[src/rtl/pipe_stage_skid.sv]
`default_nettype none
// ============================================================================
// Module   : pipe_stage_skid
// Purpose  : Parametrised pipeline-stage register with a 2-entry skid buffer.
//            It carries a control bundle and a data payload between two
//            pipeline stages using a valid/ready handshake.
//            - in_ready_o comes straight from a flop, so downstream
//              backpressure never reaches upstream combinationally.
//            - flush_i squashes every held entry. The control bundle is
//              zeroed in any invalid slot, so an empty slot is a bubble.
// Optional : PIPE_STAGE_PERF_EN adds saturating stall/bubble counters
//            (stall_cnt_o, bubble_cnt_o) and the CNT_W parameter.
// Ports    : clk_i        clock, rising edge
//            rst_i        asynchronous reset, active low
//            flush_i      squash all held entries at the next edge
//            in_valid_i   / in_ready_o / in_ctrl_i / in_data_i    upstream side
//            out_valid_o  / out_ready_i / out_ctrl_o / out_data_o downstream side
//            stall_cnt_o  cycles with out_valid_o=1 and out_ready_i=0 (perf only)
//            bubble_cnt_o cycles with out_valid_o=0 out of reset (perf only)
// Revision : 1.0 - initial release
// ============================================================================
module pipe_stage_skid #(
    parameter int DATA_W = 32,
    parameter int CTRL_W = 4
`ifdef PIPE_STAGE_PERF_EN
    ,
    parameter int CNT_W  = 16
`endif
) (
    input  logic              clk_i,
    input  logic              rst_i,
    input  logic              flush_i,
    input  logic              in_valid_i,
    output logic              in_ready_o,
    input  logic [CTRL_W-1:0] in_ctrl_i,
    input  logic [DATA_W-1:0] in_data_i,
    output logic              out_valid_o,
    input  logic              out_ready_i,
    output logic [CTRL_W-1:0] out_ctrl_o,
    output logic [DATA_W-1:0] out_data_o
`ifdef PIPE_STAGE_PERF_EN
    ,
    output logic [CNT_W-1:0]  stall_cnt_o,
    output logic [CNT_W-1:0]  bubble_cnt_o
`endif
);

    // Main slot drives the outputs and always holds the older entry.
    logic              main_v;
    logic [CTRL_W-1:0] main_ctrl;
    logic [DATA_W-1:0] main_data;

    // Skid slot catches the one entry accepted while main is stalled.
    logic              skid_v;
    logic [CTRL_W-1:0] skid_ctrl;
    logic [DATA_W-1:0] skid_data;

    // Registered copy of ~skid_v. It resets to 0, so the stage refuses
    // input while it is held in reset.
    logic              ready_q;

    logic              push;
    logic              pop;
    logic              main_free;

    assign in_ready_o  = ready_q;
    assign out_valid_o = main_v;
    assign out_ctrl_o  = main_ctrl;
    assign out_data_o  = main_data;

    assign push      = in_valid_i & ready_q;
    assign pop       = main_v & out_ready_i;
    assign main_free = ~main_v | pop;

    always_ff @(posedge clk_i or negedge rst_i) begin
        if (!rst_i) begin
            main_v    <= 1'b0;
            main_ctrl <= '0;
            main_data <= '0;
            skid_v    <= 1'b0;
            skid_ctrl <= '0;
            skid_data <= '0;
            ready_q   <= 1'b0;
        end else if (flush_i) begin
            // Squash both slots. A concurrent push is dropped. The data
            // registers keep their contents.
            main_v    <= 1'b0;
            main_ctrl <= '0;
            skid_v    <= 1'b0;
            ready_q   <= 1'b1;
        end else if (main_free) begin
            if (skid_v) begin
                // ready_q was low, so no push can coincide with this refill.
                main_v    <= 1'b1;
                main_ctrl <= skid_ctrl;
                main_data <= skid_data;
                skid_v    <= 1'b0;
            end else begin
                main_v <= push;
                if (push) begin
                    main_ctrl <= in_ctrl_i;
                    main_data <= in_data_i;
                end else begin
                    main_ctrl <= '0;
                end
            end
            ready_q <= 1'b1;
        end else if (push) begin
            // Main is stalled: park the new entry and close the input.
            skid_v    <= 1'b1;
            skid_ctrl <= in_ctrl_i;
            skid_data <= in_data_i;
            ready_q   <= 1'b0;
        end
    end

`ifdef PIPE_STAGE_PERF_EN
    localparam logic [CNT_W-1:0] CNT_MAX = '1;

    logic [CNT_W-1:0] stall_cnt;
    logic [CNT_W-1:0] bubble_cnt;

    assign stall_cnt_o  = stall_cnt;
    assign bubble_cnt_o = bubble_cnt;

    // These counters saturate, clear only on reset, and ignore flush.
    always_ff @(posedge clk_i or negedge rst_i) begin
        if (!rst_i) begin
            stall_cnt  <= '0;
            bubble_cnt <= '0;
        end else begin
            if (main_v && !out_ready_i && (stall_cnt != CNT_MAX)) begin
                stall_cnt <= stall_cnt + 1'b1;
            end
            if (!main_v && (bubble_cnt != CNT_MAX)) begin
                bubble_cnt <= bubble_cnt + 1'b1;
            end
        end
    end
`endif

endmodule
`default_nettype wire

[config.mk]
export PLATFORM = sky130hd
export DESIGN_NAME = pipe_stage_skid
export DESIGN_NICKNAME = d
export VERILOG_FILES = /design/src/rtl/pipe_stage_skid.sv
export SDC_FILE = /design/constraint.sdc
export NUM_CORES = 1
export LEC_CHECK = 0
export CORE_MARGIN = 4
export CORE_UTILIZATION = 40
export CTS_CLUSTER_SIZE = 24
export DETAILED_ROUTE_END_ITERATION = 7
export GPL_TIMING_DRIVEN = 0
export PLACE_DENSITY_LB_ADDON = 0.12
export SYNTH_ARGS = -nofsm -noshare
export SYNTH_HDL_FRONTEND = slang
export SYNTH_SLANG_ARGS = --single-unit
[constraint.sdc]
create_clock -name clk_i -period 2.6 [get_ports clk_i]
set_clock_uncertainty 0.05 [all_clocks]
set_input_delay 0.26 -clock clk_i [delete_from_list [all_inputs] [get_ports clk_i]]
set_output_delay 0.26 -clock clk_i [all_outputs]
set_load 0.01 [all_outputs]
# --- After elaboration in Yosys (flattened, before gate mapping) ---
# Index checks and enable logic that the tools add are counted.
totals:
  ff_bits: 75
  inputBits: 41
  wordCells: 33
op_classes:
  n_mux: 15
  n_bitwise: 6
  reduce_logical: 5
op_table:
  columns: ["op", "n"]
  rows:
  - ["$mux 32", 2]
  - ["$mux 4", 4]
  - ["$mux 1", 9]
  - ["$reduce_and 3->1", 2]
  - ["$reduce_bool 2->1", 2]
  - ["$not 1->1", 3]
  - ["$reduce_bool 3->1", 1]
  - ["$and 1x1->1", 2]
  - ["$or 1x1->1", 1]

# --- Logic depth before layout (Yosys ltp) ---
# Gate-level depths: netlist of run 1.
logic_depth:
  ltp_word: 5
  ltp_mapped: 5
  ltp_nobuf: 3

# --- Worst setup path after synthesis of run 1 ---
# No wires, ideal clock.
synth_path:
  kind: "register to register"
  from: "register main_v (netlist: out_valid_o)"
  to: "register skid_ctrl[0]"
  setup_time_ns: 0.125
  arrival_ns: 1.451
  setup_slack_ns: 0.974
  stages_incl_launch_ff: 6
  cell_sequence: "dfrtp_1 nor3b_4 and3_4 buf_12 buf_12 mux2_4"
synth_between:
  elab_chain_len: 4
  elab_cells_between_ends: 5
  cone_classes: "4 x bitwise; 1 x reduce/logical"
synth_rtl:
  columns: ["element", "line_no", "source"]
  rows:
  - ["start, declared", "49", "logic main_v;"]
  - ["start signal, assigned", "99", "main_v <= push;"]
  - ["$and 1x1->1 or $not 1->1 (tied branches)", "72, 73", null]
  - ["$or 1x1->1 *", "73", "assign main_free = ~main_v | pop;"]
  - ["$not 1->1 (no source line) *", null, null]
  - ["$reduce_and 3->1 (no source line) *", null, null]
  - ["end signal, assigned", "111", "skid_ctrl <= in_ctrl_i;"]
  - ["end, declared", "55", "logic [CTRL_W-1:0] skid_ctrl;"]
# Every way passes the cells marked *; elsewhere a longest branch is shown, timed or not.
# A chain may end at the register's enable or synchronous reset.

# --- Worst setup path after layout of run 1 ---
layout_path:
  from: "input port flush_i"
  to: "register skid_data[24]"
layout_between:
  elab_chain_len: 2
layout_rtl:
  columns: ["element", "line_no", "source"]
  rows:
  - ["start, declared", "32", "input logic flush_i,"]
  - ["$not 1->1 (no source line)", null, null]
  - ["$reduce_and 3->1 (no source line)", null, null]
  - ["end signal, assigned", "112", "skid_data <= in_data_i;"]
  - ["end, declared", "56", "logic [DATA_W-1:0] skid_data;"]
# No other way between the ends.

==> results of run 1 <==
==> power by group <==
part,switching (uW),total (uW),internal (uW)
registers,142,1580,1440
clock network,427,1110,685
logic,246,832,586
total,815,3530,2710
==> through the flow <==
stage	TNS, ps	hold slack [ps]	cells	util	worst slack [ps]
2_1_floorplan	0	-85.59	203	-	974.2
4_1_cts	0	345.6	403	0.5601	725.0
6_report	0	341.0	403	0.5601	780.2
3_5_place_dp	0	194.5	387	0.5289	395.9
5_1_grt	0	376.1	403	0.5601	639.0
3_3_place_gp	-115200	421.0	386	0.5259	-1541
==> cell type report <==
| type | count | area [um2] |
|---|---|---|
| tap | 105 | 131.4 |
| timing repair buffer | 80 | 815.8 |
| sequential | 75 | 1877 |
| clock inverter | 4 | 97.59 |
| clock buffer | 11 | 151.4 |
| fill | 679 | 3651 |
| buffer | 11 | 136.4 |
| inverter | 1 | 3.754 |
| multi-input combinational | 116 | 1435 |
==> worst register-to-register path, cell delays in order, from the launching register on <==
cell	delay, ps
dfrtp_1	340
buf_6	150
clkbuf_1	510
mux2_2	400
mux2_2	260
==> flip-flops by register name, indices dropped and copies added, names as in the netlist <==
signal       count
in_ready_o       1
skid_data       32
skid_ctrl        4
out_valid_o      1
out_data_o      32
out_ctrl_o       4
skid_v           1
==> logic make-up (layout without fill, tap and decap cells) <==
| logic type | count (synthesis) | in the layout | synth area share |
|---|---|---|---|
| muxes | 104 | 104 | 0.3827 |
| DFF | 75 | 75 | 0.5437 |
| buffers and inverters | 12 | 107 | 0.04059 |
| AOI/OAI and AO/OA | 6 | 6 | 0.01413 |
| and+or+nand+nor | 6 | 6 | 0.01885 |
==> layout by cell type (no fill, tap or decap), drive strengths merged <==
| master | instances |
|---|---|
| a21oi | 1 |
| a22o | 4 |
| and3 | 1 |
| buf | 10 |
| bufinv | 3 |
| clkbuf | 14 |
| clkdlybuf4s50 | 77 |
| clkinvlp | 1 |
| dfrtp | 75 |
| dlygate4sd3 | 1 |
| inv | 1 |
| mux2 | 104 |
| nor2b | 2 |
| nor3 | 1 |
| nor3b | 1 |
| o21ai | 1 |
| or2 | 1 |
==> how the worst max path moves through the flow <==
stage,end,depth (start not counted)
5_1_grt,out_data_o[22],5
4_1_cts,out_data_o[19],4
6_report,skid_data[24],6
3_5_place_dp,skid_data[24],6
2_1_floorplan,skid_ctrl[0],5
3_3_place_gp,out_data_o[14],1
==> routing by layer <==
metal,GRT usage,vias to the layer above,wire [um]
li1,-,914,-
met4,0.03988,0,89
met3,0.05467,9,438
met5,0,-,0
met2,0.2223,53,3121
met1,0.1814,951,3030
==> flow_summary.json, run 1 <==
{
  "status": "finished, final reports clean",
  "overflow": 0,
  "cts_buffers": 9,
  "area_growth_pct": 34.65,
  "hold_viol_final": 0,
  "required_ps": 2780,
  "grt_use_total": 0.1412,
  "r2r_end": "out_data_o[27]",
  "ys_top_cells_by_area": "dfrtp_1 (54%), mux2_2 (21%), mux2_4 (17%)",
  "synth.most_common_cell": "dfrtp_1",
  "slowest_stage": "clkdlybuf4s50_1",
  "yosys_most_used_dff": "dfrtp_1",
  "cts_sinks": 75,
  "ir_drop_mv": 0.3866,
  "root_buffer": "clkbuf_8",
  "cp_num_buf_inv": 3,
  "cp-startpoint": "flush_i",
  "tightest_slew_ps": 632.0,
  "grt_pass1_vias": 2119,
  "post-cts-setup-buffers": 0,
  "crit_family": "buffers and inverters",
  "fin_area_um2": 4648,
  "max_freq_ghz": 0.5495,
  "postSynthAreaPerCell_um2": 17.01,
  "clock_latency_ps": 350,
  "setup_viol": 0,
  "slew-limit-headroom": 0.5787,
  "n_antenna_cell": 0,
  "via_per_inst": 4.782,
  "arrival_ps": 2000,
  "synth_area_um2": 3452,
  "io_buffers": 78,
  "max_cap_viol_count": 0,
  "die_y_um": 100.9,
  "grt_pass1_wl_mm": 11.00,
  "cts_buffer_depth": 2,
  "crit_path_end_kind": "flop",
  "placed_area_um2": 4389,
  "ctsResizeCount": 0,
  "die_x_um": 100.9,
  "wl_mm": 6.680,
  "ys_ff_latch": 75,
  "cts.clk_slew.worst_paths_ps": 80,
  "synth_top_area_frac": 0.5437,
  "synth_cell_types": 16,
  "drt_first_pass_iters": 4,
  "ys_seq_area_frac": 0.5437,
  "cts_hold_buffers": 1,
  "worst-r2r-setup-slack_ps": 790,
  "drive_above_1_share": 0.4463,
  "coreArea_um2": 8299,
  "cp_slowest_stage_delay_ps": 500,
  "async_reset_ff_frac": 1.000,
  "slew_viol_final": 0,
  "period_share": 0.6999,
  "fin_nets": 335,
  "synth-edff-count": 0,
  "place_congestion": 0.6951,
  "yosysTopAreaCell": "dfrtp_1",
  "antenna_found_initial": 0,
  "io_pins": 79,
  "vias": 1927,
  "post-route-min-period_ps": 1820,
  "hpwlAfterDp_mm": 4.601,
  "p_leak_uw": 0.001974,
  "path_cells": "clkdlybuf4s50_1, nor3b_4, and3_4, buf_12, buf_12, mux2_4",
  "rr_worst_depth": 4,
  "worstReg2RegStart": "skid_v",
  "die_area_um2": 10180,
  "p_per_area_nw_per_um2": 758.4,
  "drcViolationCount": 0,
  "cts_max_level": 3,
  "yosys_warnings": 0,
  "crit_path_max_fanout": 10,
  "netlist_instances": 203,
  "critical_path_class": "input port to flop",
  "start_util": 0.4160,
  "final_antenna_net_count": 0,
  "rsz0062_at_grt": "no",
  "critPathLaunchType": "input port",
  "hold_path_class": "input port to asynchronous set/reset pin",
  "critPathMostFrequentCell": "buf_12",
  "routedWlPerCell_um": 16.58,
  "yosys-top-cells-count": "dfrtp_1 (75), mux2_2 (63), mux2_4 (40)",
  "synthesis.nets": 244,
  "tritoncts": "done",
  "grt_max_degree": 44,
  "drt_iter0_drc": 19,
  "num_rows": 33,
  "power.total_uw": 3525
}
Note: power is estimated with default switching activity, not from simulation.
==> run 2: changes to the inputs <==
==> constraint.sdc (replaced) <==
create_clock -name clk_i -period 1.85 [get_ports clk_i]
set_clock_uncertainty 0.05 [all_clocks]
set_input_delay 0.185 -clock clk_i [delete_from_list [all_inputs] [get_ports clk_i]]
set_output_delay 0.185 -clock clk_i [all_outputs]
set_load 0.01 [all_outputs]
==> flow_summary.json, run 2 (synthesis gave the netlist of run 1 again) <==
{
  "critical_path_class": "input port to flop",
  "grt_pass1_wl_mm": 11.00,
  "tightest_slew_ps": 451.7,
  "stdcell_count": 406,
  "place_congestion": 0.6951,
  "drt_first_pass_iters": 4,
  "hold_path_class": "input port to asynchronous set/reset pin",
  "p_leak_uw": 0.001999,
  "cp_slowest_stage_delay_ps": 500,
  "hpwlAfterDp_mm": 4.601,
  "p_sw_frac": 0.2311,
  "final_common_cell": "clkdlybuf4s50_1",
  "io_buffers": 78,
  "overflow": 0,
  "path_cells": "clkdlybuf4s50_1, nor3b_4, and3_4, buf_12, buf_12, mux2_4",
  "die_area_um2": 10180,
  "grt_use_total": 0.1412,
  "max_cap_viol_count": 0,
  "rsz0062_at_grt": "no",
  "slowest_stage": "clkdlybuf4s50_1",
  "mostFrequentLayoutCells": "clkdlybuf4s50_1 (77), dfrtp_1 (75), mux2_2 (63), mux2_4 (40), clkbuf_8 (11)",
  "drt_iter0_drc": 19,
  "crit_path_end_kind": "flop",
  "required_ps": 2030,
  "tritoncts": "done",
  "post-route-min-period_ps": 1749,
  "tns_ps": 0,
  "clock_power_share": 0.315,
  "area_growth_pct": 35.41,
  "max_freq_ghz": 0.5717,
  "p_per_area_nw_per_um2": 1061,
  "die_x_um": 100.9,
  "status": "finished, final reports clean",
  "placed_cells": 387,
  "n_antenna_cell": 0,
  "cts_max_level": 3,
  "pwr-share-comb": 0.237,
  "power.total_uw": 4960,
  "routedWlPerCell_um": 16.51,
  "antenna_found_initial": 0,
  "arrival_ps": 1930,
  "cts_buffers": 9,
  "io_pins": 79,
  "coreArea_um2": 8299,
  "final_antenna_net_count": 0,
  "clock_latency_ps": 350,
  "setup_viol": 0,
  "start_util": 0.4160,
  "die_y_um": 100.9,
  "vias": 1945,
  "critPathMostFrequentCell": "buf_12",
  "p_seq_frac": 0.448,
  "cts_buffer_depth": 2,
  "num_rows": 33,
  "intPower_uw": 3814,
  "wl_mm": 6.704,
  "period_share": 0.9455,
  "slew_viol_final": 0,
  "critPathLaunchType": "input port",
  "fin_nets": 338,
  "hold_viol_final": 0,
  "slew-limit-headroom": 0.6989,
  "grt_pass1_vias": 2119,
  "ir_drop_mv": 0.5428,
  "hold_ws_ps": 264.4,
  "drcViolationCount": 0,
  "p_switching_uw": 1146,
  "drive_above_1_share": 0.4618,
  "grt_max_degree": 44,
  "via_per_inst": 4.791,
  "crit_path_max_fanout": 10,
  "cts.clk_slew.worst_paths_ps": 80,
  "root_buffer": "clkbuf_8",
  "cts_sinks": 75
}
-- run 2: cell count changes in the layout (fill, tap and decap cells not counted), sizes merged --
| cell | previous run | this run |
|---|---|---|
| buf | 10 | 13 |
-- run 2: worst max-delay path: cells and delay by family --
kind | cells | cell delay, ps
and+or+nand+nor | 2 | 640
muxes | 1 | 310
buffers and inverters | 3 | 800
-- run 2: path summary, 6_finish.rpt --
kind / endpoint / start / slack (ps) / depth (start not counted)
setup reg to reg: skid_data[24] / out_valid_o / 120 / 5
max in group asynchronous: out_data_o[14] / rst_i / 910 / 3
setup / recovery: skid_data[24] / flush_i / 100 / 6
hold reg to reg: out_data_o[7] / out_data_o[7] / 440 / 1
min in group clk_i: skid_data[11] / in_data_i[11] / 430 / 2
hold / removal: skid_data[30] / rst_i / 260 / 2
-- run 2: power by group through the flow --
stage	registers, uW	logic, uW	clock network, uW
2_1_floorplan	2280	595	0
6_report	2220	1180	1560
5_1_grt	2270	1260	1680
3_5_place_dp	2240	1190	0
3_3_place_gp	2240	1160	0
4_1_cts	2220	1190	1610
-- run 2: stage by stage --
step,setup WS [ps],cell area [um2],utilization
floorplan,224.2,3452,-
global placement,-2216,4364,0.5259
detailed placement,-279.1,4389,0.5289
CTS,2.765,4649,0.5602
global route,28.81,4674,0.5632
finish,100.8,4674,0.5632
-- run 2: area by class of cell --
type	count	area (um2)
multi-input cells	116	1435
fillers	677	3625
repair buffers	83	838.3
well taps	105	131.4
plain buffers	11	140.1
clock inverters	4	97.59
flip-flops and latches	75	1877
clock buffers	11	151.4
inverters	1	3.754
-- run 2: what timing repair did --
action / 4_1_cts / 5_1_grt
setup endpoints to repair: 7 / 25
hold endpoints to repair: 32 / 0
gates resized for setup: 1 / 4
hold buffers: 1 / 0
pin swaps: 0 / 1
buffers inserted: 0 / 3
-- run 2: metal layers --
metal	vias to the layer above	routed length, um	GRT usage
met5	-	0	0
met4	0	86	0.03988
met3	9	438	0.05467
met2	54	3128	0.2223
met1	960	3050	0.1814
li1	922	-	-
==> run 3: changes to the inputs <==
--- a/config.mk
+++ b/config.mk
@@ -11,6 +11,7 @@
 export DETAILED_ROUTE_END_ITERATION = 7
 export GPL_TIMING_DRIVEN = 0
 export PLACE_DENSITY_LB_ADDON = 0.12
+export SLEW_MARGIN = 20
 export SYNTH_ARGS = -nofsm -noshare
 export SYNTH_HDL_FRONTEND = slang
 export SYNTH_SLANG_ARGS = --single-unit
==> results of run 3 <==
The final DEF is identical to that of run 2; final timing and power are the same.
==> variant 1: new RTL, flow settings as in run 2 <==
`CTRL_W`: 4 -> 6.
--- a/src/rtl/pipe_stage_skid.sv
+++ b/src/rtl/pipe_stage_skid.sv
@@ -22,5 +22,5 @@
 module pipe_stage_skid #(
     parameter int DATA_W = 32,
-    parameter int CTRL_W = 4
+    parameter int CTRL_W = 6
 `ifdef PIPE_STAGE_PERF_EN
     ,
Ports: changed (resized in_ctrl_i and out_ctrl_o); port bits go from 79 to 83. The function was not compared with the original's and may differ.
==> variant 1 against run 2 <==
  * Die area grew 1.3%
  * Sequential share of layout area up 1.8 points
  * Final area increased by 0.88%
  * Routed wire length increased by 2.9%
  * Worst setup slack better by 36 ps
  * Synthesized cell count is 5.4% higher
  * Sequential cell count increased by 4
  * Area after synthesis up 1.4%
  * Power is 2.5% lower
  * Critical path type is now reg2reg
==> variant 1: results (changes against run 2) <==
** Place
- The number of placed instances, taps included is 402 (was 387).
- Worst setup slack after placement :: -376 ps (was -279 ps)

** Worst setup path
- Terminus of the critical flop-to-flop path :: out_data_o[5]$_DFFE_PN0P_ (was skid_data[24]$_DFFE_PN0P_)
- The data arrival time of the worst path was 1890 ps (was 1930 ps).
- The critical path's top delay family is multiplexers (was buffers and inverters).
- Stage delay of the slowest cell on the critical path :: 360 ps (was 500 ps)

** Drt
- First-pass detailed-route iteration total :: 3 (was 4)
- Violation count after the first detailed-route iteration :: 25 (was 19)
- Mean number of vias per cell :: 4.87 (was 4.79)
- Average wire per standard cell :: 16.5 um (about the same)

** Synth
- The average instance area after synthesis came to 16.4 um2 (was 17.0 um2).
- Most frequent cells after synthesis: 88 x sky130_fd_sc_hd__mux2_2, 79 x sky130_fd_sc_hd__dfrtp_1, 20 x sky130_fd_sc_hd__mux2_4 (was 75 x sky130_fd_sc_hd__dfrtp_1, 63 x sky130_fd_sc_hd__mux2_2, 40 x sky130_fd_sc_hd__mux2_4).
- Post-synthesis net count :: 257 (was 244)
- The sequential area share after synthesis was 56.5% (was 54.4%).
- Largest cells by area after synthesis: sky130_fd_sc_hd__dfrtp_1 56%, sky130_fd_sc_hd__mux2_2 28%, sky130_fd_sc_hd__mux2_4 8.6% (was sky130_fd_sc_hd__dfrtp_1 54%, sky130_fd_sc_hd__mux2_2 21%, sky130_fd_sc_hd__mux2_4 17%).

** Global route
- The via count of the first global-routing pass was 2226 (was 2119).
- The global-route wire length before repair was 11500 um (was 11000 um).

** Finish
- Proportion of layout cells with a drive suffix above 1 :: 44.6% (was 46.2%)
- The number of filler instances in the final layout is 706 (was 677).
- Number of standard cells in the final layout excluding fillers :: 419 (was 406)

** STA
- The actual transition at the worst max-transition pin was 632 ps (was 452 ps).

** Power and ir drop
- The leakage power is 0.00199 uW (was 0.00200 uW).
- Comb pwr :: 1130 uW (was 1180 uW)
- The largest vdd supply drop is 0.548 mV (was 0.543 mV).

** Status
- Status :: complete, no violations (unchanged)
==> variant 1: changes by cell type after synthesis, moves of 2 or more <==
cell | run 2 | this run
sky130_fd_sc_hd__a22o_1 | 4 | 6
sky130_fd_sc_hd__mux2_4 | 40 | 20
sky130_fd_sc_hd__mux2_2 | 63 | 88
sky130_fd_sc_hd__buf_6 | 4 | 0
sky130_fd_sc_hd__dfrtp_1 | 75 | 79
sky130_fd_sc_hd__clkbuf_1 | 3 | 1
sky130_fd_sc_hd__buf_2 | 0 | 7
==> variant 1: area by class of cell <==
type | count | area share (%)
clock buffers | 11 | 3.00
well taps | 105 | 2.79
repair buffers | 85 | 18.3
multi-input cells | 122 | 30.0
clock inverters | 4 | 1.49
flip-flops and latches | 79 | 41.9
plain buffers | 12 | 2.47
inverters | 1 | 0.0796
==> variant 1: worst max path at each step <==
| stage | to | slack (ps) | cells past startpoint |
|---|---|---|---|
| floorplan | skid_ctrl[0]$_DFFE_PN0P_ | 170 | 5 |
| CTS | out_data_o[5]$_DFFE_PN0P_ | 50 | 4 |
| detailed placement | skid_data[18]$_DFFE_PN0P_ | -380 | 6 |
| global route | out_data_o[11]$_DFFE_PN0P_ | 7 | 5 |
| finish | out_data_o[5]$_DFFE_PN0P_ | 140 | 4 |
| global placement | out_data_o[8]$_DFFE_PN0P_ | -2400 | 1 |
==> variant 1: metal layers <==
metal  global-route usage (%)  wire length [um]  vias to the layer above
met5                        0                 0                        -
met4                     5.52                82                        0
met3                     3.79               403                       10
met2                     21.4              3170                       52
met1                     20.3              3240                     1025
li1                         -                 -                      955
==> variant 1: cell families after synthesis <==
kind of cell | Yosys count | synth area share (%)
DFF | 79 | 56.5
muxes | 108 | 36.9
AOI/OAI and AO/OA | 8 | 1.79
and+or+nand+nor | 6 | 1.68
buffers and inverters | 13 | 3.15
==> variant 2: new RTL, settings of run 2 <==
Without the edit above. The option `PIPE_STAGE_PERF_EN` is turned on by a define.
--- a/src/rtl/pipe_stage_skid.sv
+++ b/src/rtl/pipe_stage_skid.sv
@@ -20,4 +20,6 @@
 // Revision : 1.0 - initial release
 // ============================================================================
+`define PIPE_STAGE_PERF_EN
+
 module pipe_stage_skid #(
     parameter int DATA_W = 32,
Check against the original RTL (old outputs only; new: bubble_cnt_o and stall_cnt_o): equivalent (equiv_simple and equiv_induct, registers matched by name and starting in step).
==> variant 2 against run 2 <==
  * Final area increased by 41%
  * Synthesized cell count increased by 95%
  * Worst setup slack improved by 1.3 ps
  * Die area increased by 38%
  * Sequential share of layout area increased by 0.54 points
  * Count of clock-buffer cells in the layout decreased by 1
  * Sequential cell count increased by 32
  * Via count increased by 76%
  * Power increased by 42%
  * Clock power increased by 31%
  * Area after synthesis increased by 42%
  * Combinational power increased by 50%
  * Routed wire length increased by 60%
  * Critical path type is now reg2reg
  * Critical endpoint is now bubble_cnt_o[15]$_DFFE_PN0P_
  * Largest cell class unchanged
  * Largest power group unchanged
==> variant 2: results (changes against run 2) <==
** Worst setup path
- The worst setup slack for register-to-register paths came to 100 ps (was 120 ps).
- The startpoint of the worst setup timing path was out_valid_o$_DFFE_PN0N_ (was flush_i).
- The end point of the critical path is bubble_cnt_o[15]$_DFFE_PN0P_ (was skid_data[24]$_DFFE_PN0P_).
- Worst reg2reg path depth :: 4 (was 5)
- The maximum fanout encountered on the critical timing path is 8 (was 10).
- The critical path's top delay family is simple AND/OR/NAND/NOR gates (was buffers and inverters).
- CP max stage cell :: sky130_fd_sc_hd__dfrtp_2 (was sky130_fd_sc_hd__clkdlybuf4s50_1)

** Hold path
- Type of the most critical hold path :: in2reg (was in2async)

** Drt
- The met1 wire length was 4840 um (was 3050 um).
- The routed length on met3 came to 614 um (was 438 um).
- Via count :: 3421 (was 1945)
- Met2 routed wirelength :: 5170 um (was 3130 um)
- Total detailed-routing wirelength :: 10700 um (was 6700 um)
- Violation count after the first detailed-route iteration :: 180 (was 19)

** Global route
- Global routing usage on met3 :: 6.03% (was 5.47%)
- The global router's overall resource usage came to 15.7% (was 14.1%).
- The met2 routing resource usage after global routing was 25.0% (was 22.2%).
- Number of global-route vias before repair :: 3457 (was 2119)
- The met1 track demand over resource in global routing came to 20.2% (was 18.1%).

** Power and ir drop
- Sequential cell fraction of total power :: 45.6% (was 44.8%)
- The switching part of the total power came to 27.3% (was 23.1%).

** STA
- Max-slew headroom :: 43.8% (was 69.9%)
- The post-route minimum period came to 1750 ps (about the same).

** Finish
- Final Net Count :: 566 (was 338)

** Place
- Final weighted congestion of routability-driven global placement :: 0.729 (was 0.695)
- HPWL after detailed placement :: 7500 um (was 4600 um)

** Synth
- Most frequent cells after synthesis: 107 x sky130_fd_sc_hd__dfrtp_1, 45 x sky130_fd_sc_hd__nor2_1, 39 x sky130_fd_sc_hd__a21oi_1 (was 75 x sky130_fd_sc_hd__dfrtp_1, 63 x sky130_fd_sc_hd__mux2_2, 40 x sky130_fd_sc_hd__mux2_4).
- Fraction of the mapped netlist area in adder cells :: 0.512% (was 0%)
- The XOR/XNOR share of the synthesized area was 3.94% (was 0%).
- Fraction of the yosys area taken by sequential cells :: 54.8% (was 54.4%)
- Largest cells by area after synthesis: sky130_fd_sc_hd__dfrtp_1 55%, sky130_fd_sc_hd__mux2_4 9.8%, sky130_fd_sc_hd__mux2i_1 7.0% (was sky130_fd_sc_hd__dfrtp_1 54%, sky130_fd_sc_hd__mux2_2 21%, sky130_fd_sc_hd__mux2_4 17%).

** Status
- Status :: complete, no violations (unchanged)
[variant 2: kinds of logic after synthesis]
kind of cell,after synthesis
buf+inv,18
simple gates,123
compound gates,48
xor+xnor,22
fa+ha+maj,2
flops,107
mux,75
[variant 2: through the flow]
| stage | cells | hold WS, ps | instance area, um2 | total power (uW) | util [%] |
|---|---|---|---|---|---|
| global route | 675 | 77.4 | 6590 | 7430 | 55.1 |
| global placement | 651 | 434 | 6160 | 4890 | 51.5 |
| CTS | 669 | 57.2 | 6520 | 7050 | 54.5 |
| floorplan | 395 | -161 | 4890 | 4050 | - |
| detailed placement | 652 | 302 | 6190 | 4950 | 51.7 |
| finish | 675 | 72.1 | 6590 | 7040 | 55.1 |
[variant 2: area by class of cell]
cell class                      count  area [um2]
Fill cell                        1030        5380
Sequential cell                   107        2680
Clock buffer                       10         229
Timing Repair Buffer              117        1180
Clock inverter                      6        88.8
Buffer                             17         104
Multi-Input combinational cell    270        2110
Inverter                            1        3.75
Tap cell                          147         184
